===== src/rtl/scr_port_arbiter_if.sv =====
// scr_port_arbiter_if -- bundle of the scratch-RAM sharing signals.
//   CPU execute stage : cpu_req, cpu_we, cpu_addr, cpu_wdata -> cpu_rdata, cpu_stall
//   DMA/debug side    : dma_req, dma_we, dma_addr, dma_len, dma_wdata
//                       -> dma_gnt, dma_beat, dma_rdata, dma_done
//   Scratch RAM       : ram_we, ram_addr, ram_wdata -> ram_rdata (combinational read)
// Modports: slave = the arbiter, master = the requesters plus RAM around it.
interface scr_port_arbiter_if #(
   parameter int ADDR_W = 8,
   parameter int DATA_W = 10
);
   logic              cpu_req;
   logic              cpu_we;
   logic [ADDR_W-1:0] cpu_addr;
   logic [DATA_W-1:0] cpu_wdata;
   logic [DATA_W-1:0] cpu_rdata;
   logic              cpu_stall;

   logic              dma_req;
   logic              dma_we;
   logic [ADDR_W-1:0] dma_addr;
   logic [ADDR_W-1:0] dma_len;
   logic [DATA_W-1:0] dma_wdata;
   logic              dma_gnt;
   logic              dma_beat;
   logic [DATA_W-1:0] dma_rdata;
   logic              dma_done;

   logic              ram_we;
   logic [ADDR_W-1:0] ram_addr;
   logic [DATA_W-1:0] ram_wdata;
   logic [DATA_W-1:0] ram_rdata;

   modport slave (
      input  cpu_req, cpu_we, cpu_addr, cpu_wdata,
      output cpu_rdata, cpu_stall,
      input  dma_req, dma_we, dma_addr, dma_len, dma_wdata,
      output dma_gnt, dma_beat, dma_rdata, dma_done,
      output ram_we, ram_addr, ram_wdata,
      input  ram_rdata
   );

   modport master (
      output cpu_req, cpu_we, cpu_addr, cpu_wdata,
      input  cpu_rdata, cpu_stall,
      output dma_req, dma_we, dma_addr, dma_len, dma_wdata,
      input  dma_gnt, dma_beat, dma_rdata, dma_done,
      input  ram_we, ram_addr, ram_wdata,
      output ram_rdata
   );
endinterface


===== src/rtl/scr_port_arbiter.sv =====
// scr_port_arbiter -- shares the single-port scratch RAM between the CPU
// execute stage (default owner) and a DMA/debug requester doing fixed-length,
// auto-incrementing bursts. A starvation counter forces a DMA grant after
// MAX_STARVE consecutive denied request cycles.
// Ports:
//   clk  : clock
//   rst  : synchronous, active-high reset
//   bus  : scr_port_arbiter_if.slave (CPU, DMA and RAM signal groups)
module scr_port_arbiter #(
   parameter int ADDR_W     = 8,
   parameter int DATA_W     = 10,
   parameter int MAX_STARVE = 4
) (
   input  logic                 clk,
   input  logic                 rst,
   scr_port_arbiter_if.slave    bus
);

   typedef enum logic {S_CPU, S_DMA} state_t;

   localparam logic [3:0] STARVE_MAX = 4'(MAX_STARVE);

   state_t            state, state_next;
   logic [ADDR_W-1:0] addr_cnt;
   logic [ADDR_W-1:0] beats_left;
   logic              burst_we;
   logic [3:0]        starve_cnt;
   logic              gnt_q;
   logic              grant;

   always_ff @(posedge clk) begin
      if (rst) state <= S_CPU;
      else     state <= state_next;
   end

   always_comb begin
      state_next    = state;
      grant         = 1'b0;
      bus.ram_addr  = bus.cpu_addr;
      bus.ram_wdata = bus.cpu_wdata;
      bus.ram_we    = bus.cpu_req & bus.cpu_we;
      bus.cpu_rdata = bus.ram_rdata;
      bus.cpu_stall = 1'b0;
      bus.dma_beat  = 1'b0;
      bus.dma_done  = 1'b0;
      bus.dma_rdata = {DATA_W{1'b0}};
      case (state)
         S_CPU: begin
            grant = bus.dma_req & (~bus.cpu_req | (starve_cnt == STARVE_MAX));
            if (grant) state_next = S_DMA;
         end
         S_DMA: begin
            bus.ram_addr  = addr_cnt;
            bus.ram_wdata = bus.dma_wdata;
            bus.ram_we    = burst_we;
            bus.cpu_rdata = {DATA_W{1'b0}};
            bus.dma_rdata = bus.ram_rdata;
            bus.cpu_stall = bus.cpu_req;
            bus.dma_beat  = 1'b1;
            bus.dma_done  = (beats_left == '0);
            // Leaving DMA always passes through one CPU cycle, since grant is
            // only evaluated in S_CPU; this is what rules out back-to-back bursts.
            if (beats_left == '0) state_next = S_CPU;
         end
         default: state_next = S_CPU;
      endcase
   end

   always_ff @(posedge clk) begin
      if (rst) begin
         starve_cnt <= '0;
         gnt_q      <= 1'b0;
         addr_cnt   <= '0;
         beats_left <= '0;
         burst_we   <= 1'b0;
      end else begin
         gnt_q <= grant;
         if (state == S_CPU) begin
            if (grant) begin
               addr_cnt   <= bus.dma_addr;
               beats_left <= bus.dma_len;
               burst_we   <= bus.dma_we;
               starve_cnt <= '0;
            end else if (bus.dma_req) begin
               if (starve_cnt != STARVE_MAX) starve_cnt <= starve_cnt + 4'd1;
            end else begin
               starve_cnt <= '0;
            end
         end else begin
            addr_cnt   <= addr_cnt + 1'b1;
            beats_left <= beats_left - 1'b1;
         end
      end
   end

   assign bus.dma_gnt = gnt_q;

endmodule


===== src/flat_wrapper.sv =====
// flat-port wrapper written by rule: the top's interface ports become plain ports
module scr_port_arbiter_flat 
#(
   parameter int ADDR_W     = 8,
   parameter int DATA_W     = 10,
   parameter int MAX_STARVE = 4
)
  (clk, rst, bus_cpu_req, bus_cpu_we, bus_cpu_addr, bus_cpu_wdata, bus_cpu_rdata, bus_cpu_stall, bus_dma_req, bus_dma_we, bus_dma_addr, bus_dma_len, bus_dma_wdata, bus_dma_gnt, bus_dma_beat, bus_dma_rdata, bus_dma_done, bus_ram_we, bus_ram_addr, bus_ram_wdata, bus_ram_rdata);
  scr_port_arbiter_if #(.ADDR_W(ADDR_W), .DATA_W(DATA_W)) bus_i ();
  input  logic clk;
  input  logic rst;
  input wire logic [$bits(bus_i.cpu_req)-1:0] bus_cpu_req;
  input wire logic [$bits(bus_i.cpu_we)-1:0] bus_cpu_we;
  input wire logic [$bits(bus_i.cpu_addr)-1:0] bus_cpu_addr;
  input wire logic [$bits(bus_i.cpu_wdata)-1:0] bus_cpu_wdata;
  output wire logic [$bits(bus_i.cpu_rdata)-1:0] bus_cpu_rdata;
  output wire logic [$bits(bus_i.cpu_stall)-1:0] bus_cpu_stall;
  input wire logic [$bits(bus_i.dma_req)-1:0] bus_dma_req;
  input wire logic [$bits(bus_i.dma_we)-1:0] bus_dma_we;
  input wire logic [$bits(bus_i.dma_addr)-1:0] bus_dma_addr;
  input wire logic [$bits(bus_i.dma_len)-1:0] bus_dma_len;
  input wire logic [$bits(bus_i.dma_wdata)-1:0] bus_dma_wdata;
  output wire logic [$bits(bus_i.dma_gnt)-1:0] bus_dma_gnt;
  output wire logic [$bits(bus_i.dma_beat)-1:0] bus_dma_beat;
  output wire logic [$bits(bus_i.dma_rdata)-1:0] bus_dma_rdata;
  output wire logic [$bits(bus_i.dma_done)-1:0] bus_dma_done;
  output wire logic [$bits(bus_i.ram_we)-1:0] bus_ram_we;
  output wire logic [$bits(bus_i.ram_addr)-1:0] bus_ram_addr;
  output wire logic [$bits(bus_i.ram_wdata)-1:0] bus_ram_wdata;
  input wire logic [$bits(bus_i.ram_rdata)-1:0] bus_ram_rdata;
  assign bus_i.cpu_req = bus_cpu_req;
  assign bus_i.cpu_we = bus_cpu_we;
  assign bus_i.cpu_addr = bus_cpu_addr;
  assign bus_i.cpu_wdata = bus_cpu_wdata;
  assign bus_cpu_rdata = bus_i.cpu_rdata;
  assign bus_cpu_stall = bus_i.cpu_stall;
  assign bus_i.dma_req = bus_dma_req;
  assign bus_i.dma_we = bus_dma_we;
  assign bus_i.dma_addr = bus_dma_addr;
  assign bus_i.dma_len = bus_dma_len;
  assign bus_i.dma_wdata = bus_dma_wdata;
  assign bus_dma_gnt = bus_i.dma_gnt;
  assign bus_dma_beat = bus_i.dma_beat;
  assign bus_dma_rdata = bus_i.dma_rdata;
  assign bus_dma_done = bus_i.dma_done;
  assign bus_ram_we = bus_i.ram_we;
  assign bus_ram_addr = bus_i.ram_addr;
  assign bus_ram_wdata = bus_i.ram_wdata;
  assign bus_i.ram_rdata = bus_ram_rdata;
  scr_port_arbiter #(.ADDR_W(ADDR_W), .DATA_W(DATA_W), .MAX_STARVE(MAX_STARVE)) u_core (.clk(clk), .rst(rst), .bus(bus_i));
endmodule

===== config.mk =====
export PLATFORM = sky130hd
export DESIGN_NAME = scr_port_arbiter_flat
export DESIGN_NICKNAME = d
export VERILOG_FILES = /design/src/rtl/scr_port_arbiter_if.sv /design/src/rtl/scr_port_arbiter.sv /design/src/flat_wrapper.sv
export SDC_FILE = /design/constraint.sdc
export NUM_CORES = 1
export LEC_CHECK = 0
export ABC_AREA = 1
export ABC_CLOCK_PERIOD_IN_PS = 2600
export CORE_ASPECT_RATIO = 1.75
export CORE_MARGIN = 1
export CORE_UTILIZATION = 41
export DETAILED_ROUTE_END_ITERATION = 16
export GPL_TIMING_DRIVEN = 0
export HOLD_SLACK_MARGIN = 0.05
export PLACE_DENSITY = 0.88
export SLEW_MARGIN = 20
export SYNTH_ARGS = -nofsm -noshare
export SYNTH_HDL_FRONTEND = slang
export SYNTH_SLANG_ARGS = --single-unit
export TNS_END_PERCENT = 30

===== constraint.sdc =====
create_clock -name clk -period 2.6 [get_ports clk]
set_input_delay 0.52 -clock clk [delete_from_list [all_inputs] [get_ports clk]]
set_output_delay 0.52 -clock clk [all_outputs]
set_load 0.1 [all_outputs]

==> impl_metrics.tcl, run 1 <==
set metrics [dict create \
    powerDensity_nw_per_um2 506 \
    ys_warn_count 0 \
    antenna_left 0 \
    clkTransAtPathRegs_ns 0.08 \
    die_area_um2 4590 \
    vias 2315 \
    cp.arrival_ns 1.96 \
    reg2reg_depth 9 \
    drc 0 \
    synth_top_area_share_pct 26.0 \
    groute.usage.overall_pct 25.8 \
    drt_wl_total_mm 5.83 \
    fin_area_um2 3010 \
    cts_setup_buffers 0 \
    final-hold-violation-count 0 \
    cts_root_buf "clkbuf_8" \
    rsz0062_at_grt "no" \
    grt_max_degree 13 \
    most-common-layout-cells "nand2_1, clkdlybuf4s50_1, inv_1, clkdlybuf4s15_2, nor2_1" \
    synthTopCellsByArea "dfxtp_1, nand2_1, inv_1" \
    path_max_fanout 10 \
    cts_tree "yes" \
    startpoint_type "flip-flop" \
    power_frac_comb_pct 58.1 \
    yosysSeqAreaShare_pct 26.0 \
    final_common_cell "nand2_1" \
    end_kind "primary output" \
    worst_hold_slack_ns 0.485 \
    pin_count 103 \
    slew_headroom_pct 33.0 \
    timing.final.crit_share_pct 95.4 \
    synth_fp_nets 375 \
    syn_area_per_cell_um2 5.70 \
    place_area_um2 2920 \
    crit_type "flip-flop to primary output" \
    p_leak_nw 1.47 \
    fin_nets 481 \
    num_antenna_cells 0 \
    antenna_found_initial 0 \
    core_um2 4150 \
    row_count 31 \
    drv_cap 0 \
    outcome "finished clean" \
    syn_inst 310 \
    dr.pass1.iters 4 \
    worstSkewPairLatency_ns 0.26 \
    globalplace.congestion 0.905 \
    htree_levels 1 \
    cts_buffers 3 \
    p_clk_share_pct 14.7 \
    wl_per_cell_um 12.6 \
    avgViaCountPerCell 4.99 \
    grt_pass1_vias 2075 \
    pwr-share-seq_pct 27.2 \
    worst_ep_required_time_ns 2.08 \
    internal_power_mw 0.747 \
    synth_top_area_cell "dfxtp_1" \
    final-max-slew-violation-count 0 \
    min_path_cells 2 \
    dieHeight_um 88.9 \
    grt_overflow 0 \
    dpl.hpwl_mm 4.67 \
    drive_gt1_share_pct 19.8 \
    setup_violations 0 \
    ys_ff_latch 23 \
    netSwitchingFraction_pct 50.9 \
    worst_slew_pin_slew_ns 1.00 \
    place.port_buffers 101 \
    yosysUniqueCellTypes 24 \
    dp_worst_setup_slack_ns -0.352 \
    cts_sinks 23 \
    fin_crit_ns 2.48 \
    die_w_um 51.6 \
    power_mw 1.52 \
    clock_skew_ns 0.00301 \
    ir_worst_vdd_mv 0.411 \
    start_util_pct 42.6 \
    drtIter0Drc 47 \
    fillers 341 \
    syn_to_final_growth_pct 70.1 \
    synth_area_um2 1770 \
    finalWorstSetupSlack_ns 0.120 \
    max_freq_ghz 0.403 \
    grt_pass1_wl_mm 9.02 \
    clockBufferDepth 2 \
    hp-class "flip-flop to flip-flop" \
    p_sw_mw 0.774 \
]
cell families (layout without fill, tap and decap cells):
kind of cell               after synthesis  in the layout  synth area share [%]
DFF                                     23             23                  26.0
adders and majority gates                5              5                  3.54
xor gates and xnor gates                 4              4                  1.98
buffers and inverters                   62            167                  16.1
and+or+nand+nor                        174            174                  39.6
AOI/OAI and AO/OA                       42             42                  12.7
cell usage after synthesis:
master and number:
nand2_1 107, inv_1 45, nor2_1 42, dfxtp_1 23, o21ai_0 20, nand3_1 17
a21oi_1 14, buf_2 5, ha_1 5, buf_4 4, buf_6 4, xor2_1 4
inv_2 3, o21ai_1 3, nand2_2 2, nand3_2 2, nor3_1 2, o211ai_1 2
a21oi_2 1, clkbuf_1 1, nand3b_1 1, nor4_1 1, o2111ai_1 1, o21a_1 1
routing by layer:
layer | vias to the layer above | global-route usage [%] | wire length (um)
met5 | - | 0 | 0
met4 | 0 | 10.6 | 187
met3 | 15 | 4.47 | 515
met2 | 108 | 52.4 | 3090
met1 | 1034 | 24.1 | 2040
li1 | 1158 | - | -
power groups by stage:
stage	clock network [mW]	logic, mW	registers [mW]
2_1_floorplan	0	0.636	0.428
4_1_cts	0.227	0.887	0.413
3_3_place_gp	0	0.888	0.420
6_report	0.223	0.884	0.414
3_5_place_dp	0	0.901	0.421
5_1_grt	0.238	0.937	0.418
state kept, by name, summed over array words and instances (netlist names):
name	count
u_core.beats_left	8
u_core.state	1
u_core.bus.dma_gnt	1
u_core.burst_we	1
u_core.starve_cnt	4
u_core.addr_cnt	8
repair_timing:
item	4_1_cts	5_1_grt
resized for setup	123	7
hold buffers	0	0
setup endpoints to repair	41	4
hold endpoints to repair	0	0
final timing paths:
kind,from,to,slack (ns)
min reg2reg,u_core.beats_left[7]$_SDFFE_PP0P_,u_core.beats_left[7]$_SDFFE_PP0P_,0.49
max reg2reg,u_core.starve_cnt[0]$_SDFFE_PP0P_,u_core.addr_cnt[5]$_SDFFE_PP0P_,1.08
max,u_core.state$_SDFF_PP0_,bus_ram_wdata[0],0.12
min,u_core.beats_left[7]$_SDFFE_PP0P_,u_core.beats_left[7]$_SDFFE_PP0P_,0.49
cell type report:
class / instances / area (um2) / area share [%]
inverter: 48 / 180 / 5.99
multi-input combinational: 225 / 1100 / 36.7
tap: 49 / 61.3 / 2.04
sequential: 23 / 462 / 15.4
buffer: 14 / 105 / 3.50
clock buffer: 4 / 45.0 / 1.50
timing repair buffer: 101 / 1050 / 34.9
through the flow:
step	instances	util, %	TNS (ns)
4_1_cts	464	72.7	0
3_5_place_dp	460	70.4	-7.08
2_1_floorplan	310	-	0
6_report	464	72.4	0
5_1_grt	464	72.4	0
3_3_place_gp	460	70.4	-6.59
critical path: stages, from the launching register on:
cell,delay [ns]
dfxtp_2,0.32
buf_4,0.16
inv_2,0.08
buf_6,0.14
buf_6,0.15
buf_4,0.17
nand2_1,0.06
nand2_1,0.06
clkdlybuf4s15_2,0.55
(Power assumes the default switching activity.)
==> run 2: changes to the inputs <==
--- a/config.mk
+++ b/config.mk
@@ -7,9 +7,11 @@
 export LEC_CHECK = 0
 export ABC_AREA = 1
 export ABC_CLOCK_PERIOD_IN_PS = 2600
+export CELL_PAD_IN_SITES_DETAIL_PLACEMENT = 0
+export CELL_PAD_IN_SITES_GLOBAL_PLACEMENT = 1
 export CORE_ASPECT_RATIO = 1.75
 export CORE_MARGIN = 1
-export CORE_UTILIZATION = 41
+export CORE_UTILIZATION = 26
 export DETAILED_ROUTE_END_ITERATION = 16
 export GPL_TIMING_DRIVEN = 0
 export HOLD_SLACK_MARGIN = 0.05
==> impl_metrics.tcl, run 2 (synthesis results as in run 1) <==
set metrics [dict create \
    dpl.hpwl_mm 4.60 \
    powerDensity_nw_per_um2 530 \
    final-max-slew-violation-count 0 \
    die_w_um 64.3 \
    avgViaCountPerCell 4.41 \
    path_max_fanout 10 \
    drc 0 \
    reg_top3 "u_core.addr_cnt (8), u_core.beats_left (8), u_core.starve_cnt (4)" \
    fin_crit_ns 2.50 \
    crit_chain "buf_4 > inv_2 > buf_6 > buf_6 > buf_4 > nand2_1 > nand2_1 > clkdlybuf4s15_2" \
    antenna_left 0 \
    drtIter0Drc 40 \
    core_um2 6540 \
    die_area_um2 7150 \
    place.port_buffers 101 \
    stdcell_count 497 \
    hp-class "flip-flop to flip-flop" \
    crit_type "flip-flop to primary output" \
    critPathMaxStageDelay_ns 0.56 \
    cp.arrival_ns 1.98 \
    most-common-layout-cells "nand2_1, clkdlybuf4s50_1, inv_1, clkdlybuf4s15_2, nor2_1" \
    grt_pass1_wl_mm 9.35 \
    grt_overflow 0 \
    pin_count 103 \
    outcome "finished clean" \
    p_leak_nw 1.48 \
    finalWorstSetupSlack_ns 0.103 \
    worst_ep_required_time_ns 2.08 \
    final_common_cell "nand2_1" \
    startpoint_type "flip-flop" \
    grt_max_degree 13 \
    dr.pass1.iters 4 \
    row_count 39 \
    worst_slew_pin_slew_ns 0.964 \
    finish.utilization_pct 47.1 \
    drive_gt1_share_pct 19.8 \
    htree_levels 1 \
    antenna_found_initial 0 \
    ir_worst_vdd_mv 0.386 \
    grt_pass1_vias 2066 \
    timing.final.crit_share_pct 96.0 \
    cpMaxStageDelayCell "clkdlybuf4s15_2" \
    syn_to_final_growth_pct 74.2 \
    max_freq_ghz 0.401 \
    clockBufferDepth 2 \
    cts_setup_buffers 0 \
    fin_nets 481 \
    final-hold-violation-count 0 \
    drt_wl_total_mm 5.76 \
    met2RoutedLength_mm 3.05 \
    drv_cap 0 \
    num_antenna_cells 0 \
    top_layer_used "met4" \
    clkTransAtPathRegs_ns 0.06 \
    vias 2194 \
    dp_worst_setup_slack_ns -0.382 \
    worstSkewPairLatency_ns 0.26 \
    globalplace.congestion 0.831 \
    setup_violations 0 \
    wl_per_cell_um 11.6 \
    cts_sinks 23 \
    cts_buffers 3 \
    place_inst 493 \
    wl_met3_um 469 \
    rsz0062_at_grt "no" \
    groute.usage.overall_pct 16.5 \
    clock_skew_ns 0.00263 \
    cts_hold_buf 0 \
    cts_root_buf "clkbuf_16" \
    end_kind "primary output" \
    wl_met1_mm 2.16 \
    slew_headroom_pct 35.6 \
    dieHeight_um 111 \
    cts_tree "yes" \
    start_util_pct 27.0 \
]
## run 2: layer usage
layer | vias to the layer above | global-route usage (%)
met4 | 0 | 4.89
met3 | 5 | 3.50
li1 | 1167 | -
met5 | - | 0
met2 | 81 | 33.3
met1 | 941 | 15.8
## run 2: cell type report
class                      instances  area [um2]
buffer                            14         105
clock buffer                       4        78.8
fill                             687        3460
inverter                          48         180
multi-input combinational        225        1100
sequential                        23         462
tap                               82         103
timing repair buffer             101        1050
## run 2: critical path: cells and delay by family, from the launching register on
kind	cells	cell delay, ns
buf+inv	6	1.26
flops	1	0.32
simple gates	2	0.12
## run 2: what timing repair did
action                                  CTS  global route
cloned                                    0             0
resized for setup                       123             8
endpoints found under the setup margin   41             7
## run 2: path summary, 6_finish.rpt
| path | startpoint | to | slack [ns] | depth (start not counted) |
|---|---|---|---|---|
| min | u_core.beats_left[7]$_SDFFE_PP0P_ | u_core.beats_left[7]$_SDFFE_PP0P_ | 0.48 | 2 |
| min reg2reg | u_core.beats_left[7]$_SDFFE_PP0P_ | u_core.beats_left[7]$_SDFFE_PP0P_ | 0.48 | 2 |
| max | u_core.state$_SDFF_PP0_ | bus_ram_wdata[1] | 0.10 | 8 |
| max reg2reg | u_core.starve_cnt[0]$_SDFFE_PP0P_ | u_core.addr_cnt[5]$_SDFFE_PP0P_ | 1.10 | 9 |
## run 2: power breakdown
| group | switching (mW) | internal [mW] | leakage, nW |
|---|---|---|---|
| Sequential | 0.0306 | 0.384 | 0.190 |
| Combinational | 0.627 | 0.254 | 1.25 |
| Clock | 0.129 | 0.209 | 0.0382 |
## run 2: metrics by stage
step	hold slack [ns]	total power [mW]	setup TNS, ns	instance area [um2]
6_report	0.481	1.63	0	3080
5_1_grt	0.519	1.71	0	3080
4_1_cts	0.484	1.64	0	3090
3_5_place_dp	0.475	1.32	-7.72	2960
3_3_place_gp	0.469	1.32	-7.71	2960
2_1_floorplan	0.453	1.06	0	1850
==> variant 1, RTL diff (flow settings as in run 2) <==
`DATA_W` is set to 10 in 3 places; all go to 11.
--- a/src/rtl/scr_port_arbiter_if.sv
+++ b/src/rtl/scr_port_arbiter_if.sv
@@ -8,3 +8,3 @@
    parameter int ADDR_W = 8,
-   parameter int DATA_W = 10
+   parameter int DATA_W = 11
 );
--- a/src/rtl/scr_port_arbiter.sv
+++ b/src/rtl/scr_port_arbiter.sv
@@ -10,3 +10,3 @@
    parameter int ADDR_W     = 8,
-   parameter int DATA_W     = 10,
+   parameter int DATA_W     = 11,
    parameter int MAX_STARVE = 4
--- a/src/flat_wrapper.sv
+++ b/src/flat_wrapper.sv
@@ -4,3 +4,3 @@
    parameter int ADDR_W     = 8,
-   parameter int DATA_W     = 10,
+   parameter int DATA_W     = 11,
    parameter int MAX_STARVE = 4
Interface: changed (6 resized); port bits go from 103 to 109. No check against the original RTL was run, so the function may have changed too.
==> variant 1 against run 2 <==
The run now ends with setup timing left. Power shrank 0.68%. Setup slack lost 0.25 ns. Synthesized cell count shrank 0.65%. Via count grew 3.8%. Global-route usage grew 1.3 points. First-iteration DRC count grew to 2.6 times the old value. Wire length grew 7.5%. Final area shrank 5.1%. Sequential cell count is the same. Area after synthesis shrank 2.1%. Critical endpoint is now bus_cpu_rdata[4]. Largest power group unchanged.
==> variant 1: results (changes against run 2) <==
Outcome
  • Status: complete, but fails checks
  • Violated checks: setup timing

Global route
  • First-pass GRT wire length: 9.78 mm (+4.7%)
  • GRT met2 Usage: 36.4% (+3.1 points)
  • Gr usage total: 17.8% (+1.3 points)
  • Largest net degree at the start of global routing: 14 (+1)
  • Global routing met3 resource utilization: 2.39% (-1.1 points)
  • Via count of the first global-routing pass: 2089 (+1.1%)
  • Met1 Use GR: 18.0% (+2.2 points)

Power
  • Peak supply drop: 0.296 mV (-23%)
  • Pleak: 0.00150 uW (+1.4%)
  • Internal power: 811 uW (-4.3%)

Synthesis
  • Compound-Gate Fraction of Synth Area: 10.6% (-2.1 points)
  • Synth Area in Adders: 3.61% (+0.074 points)
  • Largest cells by area after synthesis: dfxtp_1 (27%), nand2_1 (24%), inv_1 (10%)
  • Seq/Total Area, Yosys: 26.6% (+0.55 points)
  • Synth Net Count: 376 (+0.27%)
  • Xor and xnor area share after synthesis: 1.01% (-0.97 points)
  • Mean area per synthesized cell: 5.62 sq um (-1.4%)
  • Library cells used by synthesis: 21 (-13%)
  • Commonest cells in the netlist: nand2_1 (110), inv_1 (47), nor2_1 (36)

Final layout
  • Layout cells sized above 1: 18.9% (-0.90 points)
  • Fill count: 722 (+5.1%)
  • Nets: 488 (+1.5%)

Place
  • Placed insts: 497 (+0.81%)
  • DP Area: 3010 sq um (+1.4%)
  • RePlAce Congestion: 0.797 (-4.1%)
  • DP Wirelength: 4.93 mm (+7.2%)
  • Setup WS pre-CTS: -0.519 ns (-0.138 ns)

Clocking
  • Clock Path Buffers: 2 (unchanged)
  • Postcts setup bufs: 0 (unchanged)

Route
  • Met2 wire len: 3.42 mm (+12%)
  • Number of DRC markers in iteration 0: 104 (+160%)
  • Met3 wire len: 338 um (-28%)
  • Via count: 2277 (+3.8%)
  • Detailed-route wire length per cell: 12.3 um (+6.6%)
  • Max layer used: met4

Worst setup path
  • Critical R2R Capture: u_core.beats_left[1]$_SDFFE_PP0P_
  • Reg2reg path depth: 8 (-1)
  • Crit path to: bus_cpu_rdata[4]
  • R2r startpoint: u_core.starve_cnt[0]$_SDFFE_PP0P_
  • WP data arrival: 2.23 ns (+0.25 ns)
  • Setup slack, reg-to-reg: 1.05 ns (-0.05 ns)

Timing
  • Setup TNS: -0.814 ns (-0.814 ns)
  • Worst Skew: 0.00250 ns (-0.000135 ns)
  • Worst slew pin tran: 0.961 ns (-0.00217 ns)
  • Hold WS: 0.458 ns (-0.0230 ns)
  • Setup violators final: 6 (+6)
  • Final worst slack: -0.148 ns (-0.251 ns)

Min path
  • Hold EP: u_core.starve_cnt[3]$_SDFFE_PP0P_
  • Hold path depth: 2 (unchanged)
  • HP Start: u_core.starve_cnt[3]$_SDFFE_PP0P_
[variant 1: power by group through the flow]
| stage | logic [uW] | registers (uW) | clock network [uW] |
|---|---|---|---|
| after CTS | 892 | 403 | 349 |
| after global routing | 933 | 407 | 364 |
| after floorplan | 651 | 420 | 0 |
| after detailed placement | 928 | 410 | 0 |
| after global placement | 921 | 410 | 0 |
| final | 880 | 403 | 340 |
[variant 1: critical path, cell delays in order (launching register included)]
cell and delay (ns):
dfxtp_2 0.34, buf_2 0.19, buf_2 0.22, buf_2 0.24, nor2_2 0.12, dlygate4sd2_1 0.85
[variant 1: area by class of cell]
| type | count | area, sq um | share of cell area (%) |
|---|---|---|---|
| inverter | 47 | 176 | 6.03 |
| clock buffer | 3 | 75.1 | 2.57 |
| tap | 82 | 103 | 3.51 |
| timing repair buffer | 107 | 906 | 31.0 |
| clock inverter | 1 | 5.00 | 0.171 |
| buffer | 15 | 83.8 | 2.87 |
| multi-input combinational | 223 | 1110 | 38.1 |
| sequential | 23 | 462 | 15.8 |
==> variant 2, RTL diff (config.mk and constraints of run 2) <==
Made on the original files. Compare `starve_cnt` against `STARVE_MAX` with >= in place of ==.
--- a/src/rtl/scr_port_arbiter.sv
+++ b/src/rtl/scr_port_arbiter.sv
@@ -48,3 +48,3 @@
          S_CPU: begin
-            grant = bus.dma_req & (~bus.cpu_req | (starve_cnt == STARVE_MAX));
+            grant = bus.dma_req & (~bus.cpu_req | (starve_cnt >= STARVE_MAX));
             if (grant) state_next = S_DMA;
Formal check against the unedited RTL: no difference found for any inputs over 10 cycles, from zero or initial values and one cycle with rst high; that may be too few to reach the edited logic, so the function may still have changed.
==> variant 2 against run 2 <==
The run now ends with setup timing left. Final area decreased by 8.9%. Die area decreased by 5.0%. Synthesized cell count decreased by 1.9%. Wire length down 2.5%. Power down 7.8%. Sequential cell count is the same. Setup slack worse by 0.13 ns. First-iteration DRC count increased by 130%. Area after synthesis down 5.2%. Global-route usage rose by 0.31 points. Register-to-register slack better by 0.10 ns. Largest cell class unchanged.
==> variant 2: results (changes against run 2) <==
Synthesis
  • Synth Net Count: 368 (-1.9%)
  • Library cells used by synthesis: 23 (-4.2%)
  • Syn Inst Count: 304 (-1.9%)
  • Commonest cells in the netlist: nand2_1 (110), nor2_1 (51), inv_1 (40)
  • Seq/Total Area, Yosys: 27.5% (+1.4 points)

Final layout
  • Nets: 475 (-1.2%)
  • Layout cells sized above 1: 13.9% (-5.9 points)
  • Area of the multi-input gates: 1010 sq um (-8.7%)
  • Post-Layout Cell Count: 490 (-1.4%)
  • Fill count: 696 (+1.3%)

Timing
  • Setup violators final: 4 (+4)
  • Hold WS: 0.438 ns (-0.0437 ns)
  • Final worst slack: -0.0292 ns (-0.132 ns)

Worst setup path
  • Setup slack, reg-to-reg: 1.20 ns (+0.10 ns)
  • R2r startpoint: u_core.state$_SDFF_PP0_
  • Reg2reg path depth: 5 (-4)
  • WP data arrival: 2.11 ns (+0.13 ns)
  • CP peak stage delay: 0.86 ns (+0.30 ns)
  • Worst path slowest cell: dlygate4sd2_1

Place
  • DP Wirelength: 4.45 mm (-3.3%)
  • Number of port buffers: 102 (+0.99%)
  • Setup WS pre-CTS: -0.413 ns (-0.0319 ns)
  • RePlAce Congestion: 0.784 (-5.7%)

Clocking
  • Clk slew on worst S/H paths: 0.09 ns (+0.03 ns)

Global route
  • First-pass GRT wire length: 9.11 mm (-2.6%)
  • Gr usage total: 16.8% (+0.31 points)
  • Via count of the first global-routing pass: 2088 (+1.1%)

Route
  • Number of DRC markers in iteration 0: 90 (+130%)
  • Final wirelength: 5.61 mm (-2.5%)
  • Met3 wire len: 356 um (-24%)
  • Metal-1 WL: 2.17 mm (+0.51%)
  • Vias per cell: 4.42 (about the same)

Min path
  • Hold EP: u_core.starve_cnt[3]$_SDFFE_PP0P_

Power
  • Internal power: 725 uW (-14%)

Outcome
  • Violated checks: setup timing
  • Status: complete, but fails checks
[variant 2: worst min-delay path: stages (launching register included)]
cell     delay [ns]
dfxtp_1        0.32
nand2_1        0.05
nor2_1         0.03
[variant 2: worst max path at each step]
stage | startpoint | to | cells past startpoint
floorplan | u_core.state$_SDFF_PP0_ | bus_cpu_rdata[0] | 3
global placement | u_core.state$_SDFF_PP0_ | bus_ram_wdata[1] | 7
detailed placement | u_core.state$_SDFF_PP0_ | bus_ram_wdata[1] | 7
CTS | u_core.state$_SDFF_PP0_ | bus_cpu_rdata[3] | 4
global route | u_core.state$_SDFF_PP0_ | bus_cpu_rdata[6] | 4
finish | u_core.state$_SDFF_PP0_ | bus_cpu_rdata[9] | 4
[variant 2: layer usage]
layer | vias to the layer above | track usage, %
met5 | - | 0
met4 | 0 | 4.98
met3 | 2 | 2.64
met2 | 74 | 33.8
met1 | 946 | 17.5
li1 | 1143 | -
[variant 2: power groups by stage]
stage | sequential, uW | clock (uW) | combinational (uW)
finish | 417 | 229 | 861
global route | 421 | 246 | 922
CTS | 416 | 235 | 866
detailed placement | 424 | 0 | 896
global placement | 424 | 0 | 890
floorplan | 431 | 0 | 623
[variant 2: layout make-up]
type	count	area share, %
multi-input combinational	226	35.9
timing repair buffer	102	34.5
sequential	23	16.5
inverter	42	5.62
tap	80	3.57
buffer	13	2.32
clock buffer	4	1.60
[variant 2: logic make-up after synthesis]
family / Yosys count / share of synthesized area [%]
simple gates: 187 / 44.7
compound gates: 34 / 11.0
flops: 23 / 27.5
fa+ha+maj: 4 / 2.99
xor+xnor: 1 / 0.522
buf+inv: 55 / 13.3
